--- src/rtl/note_sequencer.sv ---
// Four-step sound-event sequencer feeding the piezo tone generator.
// Turns one-cycle event requests into timed note steps and buffers one pending request.
module note_sequencer #(
    parameter int NOTE_CYCLES = 250000,
    parameter int CNT_W       = 20
) (
    input  logic       clk,
    input  logic       rst,
    input  logic [5:0] note_req,
    output logic [3:0] note_state,
    output logic [2:0] note_played,
    output logic       busy,
    output logic       seq_done
);
    typedef enum logic {IDLE, PLAY} state_t;

    localparam logic [CNT_W-1:0] LAST_CNT = CNT_W'(NOTE_CYCLES - 1);

    state_t           state, state_n;
    logic [CNT_W-1:0] cnt, cnt_n;
    logic [3:0]       code_n;
    logic [2:0]       played_n;
    logic [3:0]       pend_code, pend_code_n;
    logic             pend_valid, pend_valid_n;
    logic             done_n;
    logic [3:0]       req_code;
    logic             req_any;

    // Highest set request bit wins, so products outrank coins.
    always_comb begin
        req_code = 4'd0;
        for (int i = 0; i < 6; i++) begin
            if (note_req[i]) req_code = 4'(i + 1);
        end
    end

    assign req_any = |note_req;
    assign busy    = (state == PLAY);

    always_comb begin
        // NOTE: every next value takes a default first so no branch can infer a latch.
        state_n      = state;
        cnt_n        = cnt;
        code_n       = note_state;
        played_n     = note_played;
        pend_valid_n = pend_valid;
        pend_code_n  = pend_code;
        done_n       = 1'b0;

        case (state)
            IDLE: begin
                if (req_any) begin
                    state_n  = PLAY;
                    code_n   = req_code;
                    played_n = 3'd1;
                    cnt_n    = '0;
                end
            end
            PLAY: begin
                if (req_any) begin
                    pend_valid_n = 1'b1;
                    pend_code_n  = req_code;
                end
                if (cnt == LAST_CNT) begin
                    cnt_n = '0;
                    if (note_played == 3'd4) begin
                        // A request on the end cycle beats the buffered one.
                        done_n       = 1'b1;
                        pend_valid_n = 1'b0;
                        if (req_any) begin
                            code_n   = req_code;
                            played_n = 3'd1;
                        end else if (pend_valid) begin
                            code_n   = pend_code;
                            played_n = 3'd1;
                        end else begin
                            state_n  = IDLE;
                            code_n   = 4'd0;
                            played_n = 3'd0;
                        end
                    end else begin
                        played_n = note_played + 3'd1;
                    end
                end else begin
                    cnt_n = cnt + CNT_W'(1);
                end
            end
            default: state_n = IDLE;
        endcase
    end

    // NOTE: state is updated with non-blocking assignments so all registers see pre-edge values.
    always_ff @(posedge clk) begin
        if (rst) begin
            state       <= IDLE;
            cnt         <= '0;
            note_state  <= 4'd0;
            note_played <= 3'd0;
            pend_valid  <= 1'b0;
            pend_code   <= 4'd0;
            seq_done    <= 1'b0;
        end else begin
            state       <= state_n;
            cnt         <= cnt_n;
            note_state  <= code_n;
            note_played <= played_n;
            pend_valid  <= pend_valid_n;
            pend_code   <= pend_code_n;
            seq_done    <= done_n;
        end
    end
endmodule

--- config.mk ---
export PLATFORM = sky130hd
export DESIGN_NAME = note_sequencer
export DESIGN_NICKNAME = d
export VERILOG_FILES = /design/src/rtl/note_sequencer.sv
export SDC_FILE = /design/constraint.sdc
export NUM_CORES = 1
export LEC_CHECK = 0
export ABC_AREA = 1
export CAP_MARGIN = 20
export CORE_UTILIZATION = 62
export CTS_CLUSTER_DIAMETER = 120
export DETAILED_ROUTE_END_ITERATION = 7
export PLACE_DENSITY = 0.85
export SYNTH_ARGS = -nofsm -noshare
export SYNTH_HDL_FRONTEND = slang
export SYNTH_SLANG_ARGS = --single-unit
--- constraint.sdc ---
create_clock -name clk -period 4 [get_ports clk]
set_clock_uncertainty 0.15 [all_clocks]
set_input_delay 1 -clock clk [delete_from_list [all_inputs] [get_ports clk]]
set_output_delay 1 -clock clk [all_outputs]
set_load 0.02 [all_outputs]
==> metrics.md <==
| Metric | Value |
|---|---|
| TNS Setup | `0 ns` |
| CP arrival | `~1.6 ns` |
| # Max-Cap Violations | `0` |
| CTS buffer count | `5` |
| VDD IR max | `approximately 0.25 mV` |
| Startpoint Class | `flop` |
| Number of remaining DRC errors | `0` |
| DR WL/cell | `around 12 microns` |
| Mapped Avg Cell Area | `roughly 6.3 sq um` |
| Num rows | `20` |
| Register area share after synthesis | `about a third` |
| Leakage | `0.931 nW` |
| Fillers | `around 260` |
| Final Worst Setup Slack | `between 1 and 1.5 ns` |
| FF+latch area | `around 640 sq um` |
| Core area | `slightly above 3000 sq um` |
| Maximum root-to-sink buffer count | `2` |
| Area share of the largest cell type after synthesis | `a little under a third` |
| Commonest cells in the synthesized netlist | `87 x nand2_1, 40 x nor2_1, 38 x inv_1` |
| Routed wire length | `between 4000 and 5000 microns` |
| Critical Path End Type | `output port` |
| Mapped Cells | `321` |
| Initial Util | `around 66%` |
| Max Freq | `roughly 360 MHz` |
| Met3 Track Usage GR | `under 10%` |
| HPWL Detailed | `3280 microns` |
| Synthesized flop and latch total | `32` |
| RSZ-0062 raised after global routing | `false` |
| Compound-Gate Fraction of Synth Area | `approximately 11%` |
| CP Max Fanout | `26` |
| Post-CTS setup buffer count | `0` |
| Number of DRC markers in iteration 0 | `175` |
| Largest net degree at the start of global routing | `27` |
| Layout cells sized above 1 | `9.47%` |
| Hold WC Path Type | `reg -> reg` |
| Fin. max-slew vios | `0` |
| Ranking of synthesized cells by area | `dfxtp_1 32%, nand2_1 16%, nand3_1 8.0%` |
| Main combinational cell family by area after synthesis | `simple AND/OR/NAND/NOR gates` |
| Busiest layer in global routing | `met2` |
| Multiplexer area fraction after synthesis | `0%` |
| Via count | `1,981` |
| Die height | `just under 60 microns` |
| Status | `completed` |
| Number of antenna violations at the first check in global routing | `0` |
| Fin. Hold Viols | `0` |
| Vias in the first global route | `approximately 1,900` |
| Number of enable flip-flop cells after synthesis | `0` |
| Syn-to-layout area delta | `12.1%` |
| Worst-Skew Late Latency | `0.34 ns` |
| Nets | `approximately 350` |
| Met1 Track Usage GR | `roughly 38%` |
| CTS Root Cell | `clkbuf_4` |
| Largest area contributor in the netlist | `dfxtp_1` |
| Avg Vias per Cell | `5.19` |
| H-tree depth | `2` |
| Crit path time final | `2.79 ns` |
| Top-count cell post-synth | `nand2_1` |
| Pre-CTS setup slack | `between 1 and 1.5 ns` |
| CTS tree | `done` |
| Die area | `3470 sq um` |
| Mapped Area | `2010 sq um` |
| Met2 usage | `around 50%` |
| Synthesis warning total | `0` |
| Drt first pass iters | `6` |
| Antenna viol nets, final | `0` |
| Multi-input logic area | `about 1200 sq um` |
| Syn nets | `332` |
| Post-synthesis cell type count | `33` |
| CTS clk-pin slew, worst paths | `approximately 0.1 ns` |
| Top_reg_cell synth | `dfxtp_1` |
| # diodes | `0` |
| # clock sinks | `32` |
| Fraction of the mapped netlist area in adder cells | `under 10%` |
| Ys async rst share | `0%` |
| Placer Congestion | `around 0.87` |
| Final setup viols | `0` |
| Total Routing Usage GR | `30.2%` |
| Pwr Density | `roughly 270 nW/um^2` |
| Data required, critical path | `2.85 ns` |
| Crit Path Category | `reg -> out` |
| Hold Buf Count CTS | `0` |
| Xor/xnor share of the synthesized area | `1.31%` |
| Port bufs | `15` |
| Die span in x | `between 50 and 60 microns` |
| Simple-gate share of the synthesized area | `~44%` |
| Period Utilization, post-route | `69.8%` |
| First-pass GRT wire length | `7910 microns` |
| Post-CTS Resized | `0` |
| Total gr overflow | `0` |
| I/O Pins | `17` |
==> final timing paths <==
path / from / endpoint / slack [ns] / depth (start not counted)
hold / removal: pend_code[1] / pend_code[1] / 0.34 / 2
setup reg to reg: cnt[1] / note_played[2] / 2.15 / 7
setup / recovery: busy / busy / 1.21 / 2
hold reg to reg: pend_code[1] / pend_code[1] / 0.34 / 2
==> cells in the final DEF, fill, tap and decap left out, types with 2 or more instances in the layout <==
cell type,netlist,final
clkbuf_4,0,5
ha_1,3,3
nand4_1,10,10
nor2_2,5,5
or2_2,3,3
xor2_1,3,3
inv_2,3,3
nand2_1,87,87
dfxtp_1,32,32
inv_1,38,38
clkbuf_8,0,2
clkdlybuf4s50_1,0,15
nor2_1,40,40
a21oi_1,26,26
nand3_1,32,32
nor2_4,2,2
nand2_2,4,4
o21ai_0,12,12
nor3_1,2,2
buf_4,2,2
==> state kept, by name, indices dropped and copies added, names as in the netlist <==
signal,count
busy,1
pend_valid,1
pend_code,3
note_played,3
seq_done,1
note_state,3
cnt,20
==> logic make-up (layout without fill, tap and decap cells) <==
group / Yosys count / after routing
flops: 32 / 32
xor+xnor: 3 / 3
fa+ha+maj: 3 / 3
compound gates: 42 / 42
other cells: 1 / 1
buf+inv: 49 / 66
simple gates: 191 / 191
==> routing by layer <==
layer / up-vias / wire length [microns]
met5: - / 0
met4: 0 / 104
met3: 13 / 188
met2: 50 / 2160
met1: 859 / 2120
li1: 1059 / -
==> per-stage QoR <==
step	power, mW	instance area (sq um)	hold WS, ns	util, %	instances
5_1_grt	0.650	2250	0.384	73.8	382
6_report	0.619	2250	0.345	73.8	382
4_1_cts	0.627	2250	0.347	73.8	382
3_5_place_dp	0.417	2190	0.330	71.7	375
2_1_floorplan	0.391	2010	0.305	-	321
3_3_place_gp	0.416	2190	0.320	71.7	375
==> report_power, final <==
part	switching (mW)	leakage (nW)	internal (mW)
logic	0.0468	0.633	0.0300
registers	0.00549	0.260	0.328
clock network	0.109	0.0374	0.0995
==> final cells by class <==
type | count | share of cell area, %
Clock buffer | 7 | 2.89
Inverter | 42 | 7.00
Multi-Input combinational cell | 240 | 51.9
Tap cell | 44 | 2.44
Timing Repair Buffer | 17 | 7.33
Sequential cell | 32 | 28.4
==> critical path, cell delays in order (launching register included) <==
cell             delay, ns
dfxtp_1               0.32
buf_4                 0.30
clkdlybuf4s50_1       0.67
Power figures use the tool's default switching activity.
